==> config.mk <==
export PLATFORM = sky130hd
export DESIGN_NAME = button_debounce_multi
export DESIGN_NICKNAME = d
export VERILOG_FILES = /design/src/rtl/btn_pkg.sv /design/src/rtl/button_debounce_multi_channel.sv /design/src/rtl/button_debounce_multi.sv
export SDC_FILE = /design/constraint.sdc
export NUM_CORES = 1
export LEC_CHECK = 0
export CAP_MARGIN = 25
export CORE_MARGIN = 5
export CORE_UTILIZATION = 36
export CTS_CLUSTER_SIZE = 12
export DETAILED_ROUTE_END_ITERATION = 7
export PLACE_DENSITY_LB_ADDON = 0.08
export SLEW_MARGIN = 40
export SYNTH_ARGS = -nofsm -noshare
export SYNTH_HDL_FRONTEND = slang
export SYNTH_HIERARCHICAL = 1
export SYNTH_SLANG_ARGS = --single-unit
export TNS_END_PERCENT = 50
==> constraint.sdc <==
create_clock -name i_Clock50MHz -period 5.4 [get_ports i_Clock50MHz]
set_input_delay 1.08 -clock i_Clock50MHz [delete_from_list [all_inputs] [get_ports i_Clock50MHz]]
set_output_delay 1.08 -clock i_Clock50MHz [all_outputs]
set_load 0.02 [all_outputs]
==> src/rtl/btn_pkg.sv <==
// Shared definitions for the multi-channel button conditioner.
// Counter-width helper, idle pin level helper and per-channel output bundle.
package btn_pkg;

  localparam bit ACTIVE_LOW_DEF = 1'b1;

  // Width needed to count 0..n-1, never less than one bit.
  function automatic int cnt_w(input int n);
    if (n <= 2) return 1;
    return $clog2(n);
  endfunction

  // Level a released (idle) pin reads.
  function automatic logic idle_lvl(input bit active_low);
    return active_low ? 1'b1 : 1'b0;
  endfunction

  typedef struct packed {
    logic lvl;
    logic press;
    logic rel;
    logic lng;
    logic rpt;
  } ch_out_t;

endpackage

==> src/rtl/button_debounce_multi_channel.sv <==
// One button channel: 2-flop synchroniser, debounce, edge pulses, long/repeat.
// Ports: clk, rst_n, btn_i (raw pin), rep_en_i, out_o (ch_out_t bundle).
module debounce_channel
  import btn_pkg::*;
#(
  parameter int DEB_CYCLES    = 200000,
  parameter int LONG_CYCLES   = 50000000,
  parameter int REPEAT_CYCLES = 10000000,
  parameter int ACTIVE_LOW    = 1
) (
  input  logic    clk,
  input  logic    rst_n,
  input  logic    btn_i,
  input  logic    rep_en_i,
  output ch_out_t out_o
);

  localparam logic IDLE   = idle_lvl(ACTIVE_LOW != 0);
  localparam int   DW     = cnt_w(DEB_CYCLES);
  localparam int   HW     = cnt_w(LONG_CYCLES + 1);
  localparam bit   REP_ON = (REPEAT_CYCLES > 0);
  localparam int   REP_N  = REP_ON ? REPEAT_CYCLES : 1;
  localparam int   RW     = cnt_w(REP_N);

  localparam logic [DW-1:0] DEB_LAST  = DW'(DEB_CYCLES - 1);
  localparam logic [HW-1:0] HOLD_MAX  = HW'(LONG_CYCLES);
  localparam logic [HW-1:0] HOLD_LAST = HW'(LONG_CYCLES - 1);
  localparam logic [RW-1:0] REP_LAST  = RW'(REP_N - 1);

  logic          sync1_q, sync1_d;
  logic          sync2_q, sync2_d;
  logic [DW-1:0] deb_q, deb_d;
  logic [HW-1:0] hold_q, hold_d;
  logic [RW-1:0] rep_q, rep_d;
  logic          lvl_q, lvl_d;
  logic          press_q, press_d;
  logic          rel_q, rel_d;
  logic          lng_q, lng_d;
  logic          rpt_q, rpt_d;
  logic          arm_q, arm_d;

  logic p;
  logic differ;
  logic hit;
  logic rep_act;

  always_comb begin
    sync1_d = btn_i;
    sync2_d = sync1_q;

    p      = sync2_q ^ IDLE;
    differ = (p != lvl_q);
    hit    = differ && (deb_q == DEB_LAST);

    // Any agreement with the accepted level restarts the count.
    deb_d = '0;
    if (differ && !hit) deb_d = deb_q + DW'(1);

    lvl_d   = hit ? p : lvl_q;
    press_d = hit && p;
    rel_d   = hit && !p;

    hold_d = '0;
    if (lvl_q) begin
      hold_d = (hold_q == HOLD_MAX) ? hold_q : hold_q + HW'(1);
    end

    lng_d = lvl_q && !rel_d && (hold_q == HOLD_LAST);

    // Repeat phase begins with the long pulse and ends on release.
    arm_d = arm_q;
    if (!lvl_q || rel_d) arm_d = 1'b0;
    else if (lng_d)      arm_d = 1'b1;

    rep_act = REP_ON && arm_q && rep_en_i && lvl_q && !rel_d;

    rep_d = '0;
    rpt_d = 1'b0;
    if (rep_act) begin
      if (rep_q == REP_LAST) begin
        rpt_d = 1'b1;
      end else begin
        rep_d = rep_q + RW'(1);
      end
    end
  end

  always_ff @(posedge clk or negedge rst_n) begin
    if (!rst_n) begin
      sync1_q <= IDLE;
      sync2_q <= IDLE;
      deb_q   <= '0;
      hold_q  <= '0;
      rep_q   <= '0;
      lvl_q   <= 1'b0;
      press_q <= 1'b0;
      rel_q   <= 1'b0;
      lng_q   <= 1'b0;
      rpt_q   <= 1'b0;
      arm_q   <= 1'b0;
    end else begin
      sync1_q <= sync1_d;
      sync2_q <= sync2_d;
      deb_q   <= deb_d;
      hold_q  <= hold_d;
      rep_q   <= rep_d;
      lvl_q   <= lvl_d;
      press_q <= press_d;
      rel_q   <= rel_d;
      lng_q   <= lng_d;
      rpt_q   <= rpt_d;
      arm_q   <= arm_d;
    end
  end

  always_comb begin
    out_o.lvl   = lvl_q;
    out_o.press = press_q;
    out_o.rel   = rel_q;
    out_o.lng   = lng_q;
    out_o.rpt   = rpt_q;
  end

endmodule

==> src/rtl/button_debounce_multi.sv <==
// N-channel push-button conditioner: one debounce_channel per pin.
// Ports: clock, async reset, pins, repeat enables; level/press/release/long/repeat.
module button_debounce_multi
  import btn_pkg::*;
#(
  parameter int NUM_CH        = 4,
  parameter int DEB_CYCLES    = 200000,
  parameter int LONG_CYCLES   = 50000000,
  parameter int REPEAT_CYCLES = 10000000,
  parameter int ACTIVE_LOW    = int'(ACTIVE_LOW_DEF)
) (
  input  logic              i_Clock50MHz,
  input  logic              i_Rst_n,
  input  logic [NUM_CH-1:0] i_Btn,
  input  logic [NUM_CH-1:0] i_Repeat_En,
  output logic [NUM_CH-1:0] o_Level,
  output logic [NUM_CH-1:0] o_Press,
  output logic [NUM_CH-1:0] o_Release,
  output logic [NUM_CH-1:0] o_Long,
  output logic [NUM_CH-1:0] o_Repeat
);

  if (DEB_CYCLES < 2) begin : g_err_deb
    $error("DEB_CYCLES must be >= 2");
  end
  if (LONG_CYCLES <= DEB_CYCLES) begin : g_err_long
    $error("LONG_CYCLES must exceed DEB_CYCLES");
  end
  if (NUM_CH < 1 || NUM_CH > 32) begin : g_err_nch
    $error("NUM_CH must be in 1..32");
  end

  ch_out_t ch_out [NUM_CH];

  for (genvar g = 0; g < NUM_CH; g++) begin : g_ch
    debounce_channel #(
      .DEB_CYCLES    (DEB_CYCLES),
      .LONG_CYCLES   (LONG_CYCLES),
      .REPEAT_CYCLES (REPEAT_CYCLES),
      .ACTIVE_LOW    (ACTIVE_LOW)
    ) u_ch (
      .clk      (i_Clock50MHz),
      .rst_n    (i_Rst_n),
      .btn_i    (i_Btn[g]),
      .rep_en_i (i_Repeat_En[g]),
      .out_o    (ch_out[g])
    );

    assign o_Level[g]   = ch_out[g].lvl;
    assign o_Press[g]   = ch_out[g].press;
    assign o_Release[g] = ch_out[g].rel;
    assign o_Long[g]    = ch_out[g].lng;
    assign o_Repeat[g]  = ch_out[g].rpt;
  end

endmodule

; ---- After elaboration in Yosys (flattened, before gate mapping)
; Cells that the tools add are included.
[totals]
ramBits = 0
output_inout_bits = 20
latchBits = 0
input_bits = 10
regBits = 304
memories = 0
elab_cells = 176
romBits = 0
[classes]
mul = 0
n_reduce_logical = 56
bitwise_logic = 4
n_shift = 0
magnitude_cmp = 0
eq_ne = 24
mux = 36
add_sub_neg = 12
div = 0
[op_table]
columns = op, n
row1 = "== test 26 bit, second input constant", 8
row2 = 2-to-1 mux 26 bit, 8
row3 = 2-to-1 mux 24 bit, 8
row4 = "adder 26 x 1 -> 26 bit, second input constant", 4
row5 = "adder 24 x 1 -> 24 bit, second input constant", 4
row6 = "== test 24 bit, second input constant", 4
row7 = "adder 18 x 1 -> 18 bit, second input constant", 4
row8 = "== test 18 bit, second input constant", 4
row9 = 2-to-1 mux 18 bit, 4
row10 = logical AND 1 bit, 36
row11 = 2-to-1 mux 1 bit, 16
row12 = zero test 1 bit, 12
row13 = "inequality test 2 bit, second input constant", 4
row14 = nonzero test 2 bit, 4
row15 = logical OR 1 bit, 4
row16 = inequality test 1 bit, 4
row17 = inverter 1 bit, 4

; ---- Logic depth before layout (Yosys ltp)
[depth]
ltp_word = 9
ltp_mapped = 7
mapped_depth_nobuf = 6

; ---- Hierarchy
; Netlist, hierarchy kept.
[modules_own_cells]
columns = module, seq_area_each_um2, n_inst, area_per_inst_um2, cells_each
row1 = debounce_channel at g_ch[2].u_ch ..., 1904.3, 2, 3911.3, 405
row2 = debounce_channel at g_ch[1].u_ch, 1904.3, 1, 3953.8, 401
row3 = debounce_channel at g_ch[0].u_ch, 1904.3, 1, 3895.0, 404

; ---- Worst setup path before layout
; OpenSTA, ideal clock, no wires.
[synth_path]
path_kind = register to register
from = register g_ch[0].u_ch.rep_q[0]
to = register g_ch[0].u_ch.rep_q[22]
period_less_slack_ns = 2.174
n_path_buf = 1
path_slack_ns = 3.226
arrival_ns = 2.087
required_ns = 5.313
path_stages_with_launch = 7
setup_ns = 0.087
path_cell_list = dfrtp_1 -> ha_1 -> nand4_2 -> or4_1 -> buf_2 -> or4_4 -> a211oi_2
[synth_between]
elab_chain_len = 3
word_cells_on_any_way = 4
cone_classes = add/sub (1) / eq/ne (1) / mux (2)
[synth_lines]
columns = item, line
row1 = from (decl), button_debounce_multi_channel.sv:34  ; logic [RW-1:0] rep_q, rep_d;
row2 = from (signal assigned), button_debounce_multi_channel.sv:106  ; rep_q <= rep_d;
row3 = adder 24 x 1 -> 24 bit / == test 24 bit (equally long branches), "button_debounce_multi_channel.sv:83, button_debounce_multi_channel.sv:80"
row4 = 2-to-1 mux 24 bit (*), button_debounce_multi_channel.sv:80  ; if (rep_q == REP_LAST) begin
row5 = 2-to-1 mux 24 bit (*), button_debounce_multi_channel.sv:79  ; if (rep_act) begin
row6 = net g_ch[0].u_ch.rep_d[22], button_debounce_multi_channel.sv:34
; The timed path passes the listed nets; every way through them passes the cells marked *.
; A chain may end at the register's enable or synchronous reset.

; ---- Final worst setup path
[layout_path]
from = register g_ch[0].u_ch.lvl_q
to = output port o_Level[0]
[layout_lines]
columns = item, line
row1 = from (decl), button_debounce_multi_channel.sv:35  ; logic lvl_q, lvl_d;
row2 = from (signal assigned), button_debounce_multi_channel.sv:107  ; lvl_q <= lvl_d;
row3 = to (decl), button_debounce_multi.sv:16  ; output logic [NUM_CH-1:0] o_Level,
; No word-level cell between the ends.

==> results.md <==
- Status: finished clean
- Starting Density: 36.4%
- Synthesized flop and latch total: 304
- Final net count: 1,651
- Die area: about 48,000 sq um
- Largest family of logic cells by synthesized area: simple AND/OR/NAND/NOR gates
- Routability cong.: 0.732
- Post-DR vias/cell: 5.41
- Main synth FF type: dfrtp_1
- Max clock buf depth: 3
- Compound-Gate Fraction of Synth Area: 10.2%
- Post-Syn Area: between 15,000 and 20,000 sq um
- Simple-Gate Fraction of Synth Area: 28.3%
- Worst Setup EP: o_Level[0]
- Xor and xnor area share after synthesis: 7.77%
- Startpoint types: flop
- Met3 Track Usage GR: around 2.6%
- Total number of vias: 12.1k
- Worst-margin pin slew: 0.752 ns
- Layout cell share with drive strength beyond 1: under 10%
- Syn avg cell area: slightly below 10 sq um
- RSZ-0062 raised after global routing: no
- Mux share of post-synthesis cell area: 0%
- Setup TNS: 0 ns
- Max-slew violation count: 0
- CTS clk-pin slew, worst paths: 0.05 ns
- Synthesized net count: 1,641
- Worst Clk Skew: 0.0122 ns
- Seq pwr share: 46.0%
- CTS H-tree depth: 2
- Hold path depth: 0
- Unique masters post-synth: 60
- Yosys Warn Count: 6
- Post-synth EDFFs: 0
- Family with the most delay on the worst path: buffers and inverters
- Placed cell area: 16,500 sq um
- Peak supply drop: 0.000215 V
- Logic pwr share: 1.7%
- Fin crit share: 52.0%
- Design area: 17,800 sq um
- Cells along the critical path: clkdlybuf4s50_1
- IO Port Bufs: 29
- CTS tree: done
- Max_cap viols: 0
- Area leader, netlist: dfrtp_1
- Global route total overflow: 0
- Net Sw Power: 0.00110 W
- Crit path launch: g_ch[0].u_ch/lvl_q
- Post-CTS setup repair buffer count: 0
- FF-to-FF End: g_ch[0].u_ch/rep_q[22]
- R2r setup slk: 3.04 ns
- Cts bufs inserted: 40
- Buffers and inverters on the worst path: 1
- Clock sinks: 304
- Root buf cell: clkbuf_16
- Worst skew pair latency: 0.55 ns
- Top-area cell type share of the netlist area: 47.3%
- Die Wd: 219 um
- Hold Buf Count CTS: 0
- Min Clock Period, post-route: 2.81 ns
- Synth area leaders: dfrtp_1 47%, xnor2_1 3.9%, xor2_1 3.9%, nand4_1 3.2%, nor2_1 3.1%
- Switch share: 22.0%
- R2r worst-path depth: 5
- Met1 Usage GRT: 20.4%
- Min-Delay Path Class: flop to flop
- Ant. Diodes: 0
- Core box area: roughly 43,000 sq um
- FMAX: 356 MHz
- DRC violations left: 0
- Initial detailed-routing violation count: around 650
- Power density cells: 281 nW/um^2
- Vias in the first global route: between 10k and 15k
- First-pass GRT wire length: 59.1 mm
- CP Data Arrival Time: around 1.7 ns
- Resized cells post-CTS: 0
- Fill cells: 4,237
- DRT Wirelength: about 34 mm
- Max-Slew Margin vs Limit: 49.9%
- Area added between synthesis and finish: 13.7%
- 1st-pass router iterations: 7
- Worst endpoint required time: 4.32 ns
- Clk pwr share: 52.4%
- Adder and majority gate portion of the synthesized area: 1.28%
- DPL Wire Length: 21.5 mm
- Critical R2R Launch: g_ch[0].u_ch/rep_q[0]
- GRT Total Usage: 14.5%
- Io pins: 30
- Routed Antenna Nets: 0
- Seq/Total Area, Yosys: 48.6%
- WS Path Type: flop to output pin
- Initial antenna violation count: 0
- CP endpoint kind: output pin
- Critical Path Max Stage Delay: 0.68 ns
- Die Ht: 219 um
- Busiest metal layer after global routing: met2
- Hold Violations, Final: 0
- Leakage power: 6.42 nW
- Largest net degree at the start of global routing: roughly 110
- Pint: 0.00391 W
- Worst-path fanout max: 6
- Site row count: 76
- DR WL/cell: 15.2 um
- Total Power: 0.00501 W
- Crit path depth: 1
- # setup viols final: 0
- Async set-reset flop share out of synthesis: 100%
- Instance count of the mapped netlist: 1,615
- Slowest cell on crit path: clkdlybuf4s50_1
- Met2 Usage GRT: 22.9%
## per-stage QoR
stage / setup slack (ns) / hold WS (ns) / util (%) / cells
floorplan: 3.23 / 0.345 / - / 1615
detailed placement: 2.92 / 0.347 / 38.3 / 2168
CTS: 2.53 / 0.355 / 41.3 / 2242
global placement: 2.65 / 0.346 / 38.2 / 2167
finish: 2.59 / 0.353 / 41.4 / 2242
global route: 2.51 / 0.359 / 41.4 / 2242
## sequential cells by signal, summed over array words and instances, names as in the netlist
| register | count |
|---|---|
| g_ch.u_ch/arm_q | 4 |
| g_ch.u_ch/deb_q | 72 |
| g_ch.u_ch/hold_q | 104 |
| g_ch.u_ch/lng_q | 4 |
| g_ch.u_ch/lvl_q | 4 |
| g_ch.u_ch/press_q | 4 |
| g_ch.u_ch/rel_q | 4 |
| g_ch.u_ch/rep_q | 96 |
| g_ch.u_ch/rpt_q | 4 |
| g_ch.u_ch/sync1_q | 4 |
| g_ch.u_ch/sync2_q | 4 |
## synthesized netlist by cell type (53+ instances only)
| master | n |
|---|---|
| nor3_1 | 59 |
| inv_1 | 54 |
| xnor2_1 | 70 |
| nor2_1 | 129 |
| nand3_1 | 96 |
| o21ai_0 | 60 |
| nand2_1 | 93 |
| a21oi_1 | 95 |
| o31ai_1 | 56 |
| or3_1 | 53 |
| nand4_1 | 81 |
| or4_1 | 59 |
| dfrtp_1 | 296 |
| xor2_1 | 69 |
## area by class of cell
type / instances / area, sq um / share of cell area [%]
inverter: 58 / 219 / 1.23
clock buffer: 60 / 1170 / 6.55
multi-input combinational: 1181 / 7540 / 42.3
tap: 585 / 732 / 4.11
timing repair buffer: 40 / 403 / 2.26
clock inverter: 14 / 139 / 0.779
sequential: 304 / 7620 / 42.7
## per-layer routing
metal  part of all wire [%]  up-vias  wire length, um
li1                       -     6027                -
met1                     50     5932            17000
met2                     45      114            15400
met3                    3.3       47             1140
met4                    2.0        0              680
met5                      0        -                0
## kinds of logic after synthesis
logic type      after synthesis
flops                       304
xor+xnor                    139
simple gates                764
buf+inv                     130
compound gates              262
fa+ha+maj                    16
## placed cells by master, fill, tap and decap left out, types with 8 or more instances in the layout
| cell | synthesis | layout |
|---|---|---|
| xnor2_1 | 70 | 70 |
| nor4b_1 | 17 | 17 |
| nand4_1 | 81 | 81 |
| or4_4 | 8 | 8 |
| nand3_1 | 96 | 96 |
| xor2_1 | 69 | 69 |
| clkbuf_1 | 25 | 12 |
| inv_1 | 54 | 54 |
| nor2_1 | 129 | 129 |
| nor3b_1 | 10 | 10 |
| nor3_1 | 59 | 58 |
| nor4_1 | 47 | 41 |
| a21oi_1 | 95 | 95 |
| or3_1 | 53 | 53 |
| o21ai_0 | 60 | 60 |
| and4_1 | 37 | 37 |
| nand2_1 | 93 | 93 |
| a211oi_1 | 23 | 23 |
| clkdlybuf4s50_1 | 0 | 28 |
| o31ai_1 | 56 | 56 |
| buf_4 | 22 | 9 |
| dfstp_2 | 8 | 8 |
| dfrtp_1 | 296 | 296 |
| or4_1 | 59 | 59 |
| and3_1 | 19 | 19 |
| ha_1 | 16 | 16 |
| clkbuf_16 | 0 | 41 |
| and2_1 | 15 | 15 |
## worst min-delay path by stage
stage / slack [ns] / to / startpoint
after detailed placement: 0.35 / g_ch[1].u_ch/sync2_q / g_ch[1].u_ch/sync1_q
after CTS: 0.36 / g_ch[1].u_ch/sync2_q / g_ch[1].u_ch/sync1_q
after floorplan: 0.35 / g_ch[0].u_ch/sync2_q / g_ch[0].u_ch/sync1_q
after global placement: 0.35 / g_ch[1].u_ch/sync2_q / g_ch[1].u_ch/sync1_q
after global routing: 0.36 / g_ch[2].u_ch/sync2_q / g_ch[2].u_ch/sync1_q
final: 0.35 / g_ch[1].u_ch/sync2_q / g_ch[1].u_ch/sync1_q
## power groups by stage
| stage | clock network [W] | registers (W) | logic (W) |
|---|---|---|---|
| detailed placement | 0 | 0.00234 | 0.0000894 |
| finish | 0.00262 | 0.00230 | 0.0000833 |
| CTS | 0.00274 | 0.00230 | 0.0000897 |
| floorplan | 0 | 0.00234 | 0.0000213 |
| global route | 0.00283 | 0.00230 | 0.000101 |
| global placement | 0 | 0.00234 | 0.0000890 |
Power figures use the tool's default switching activity.
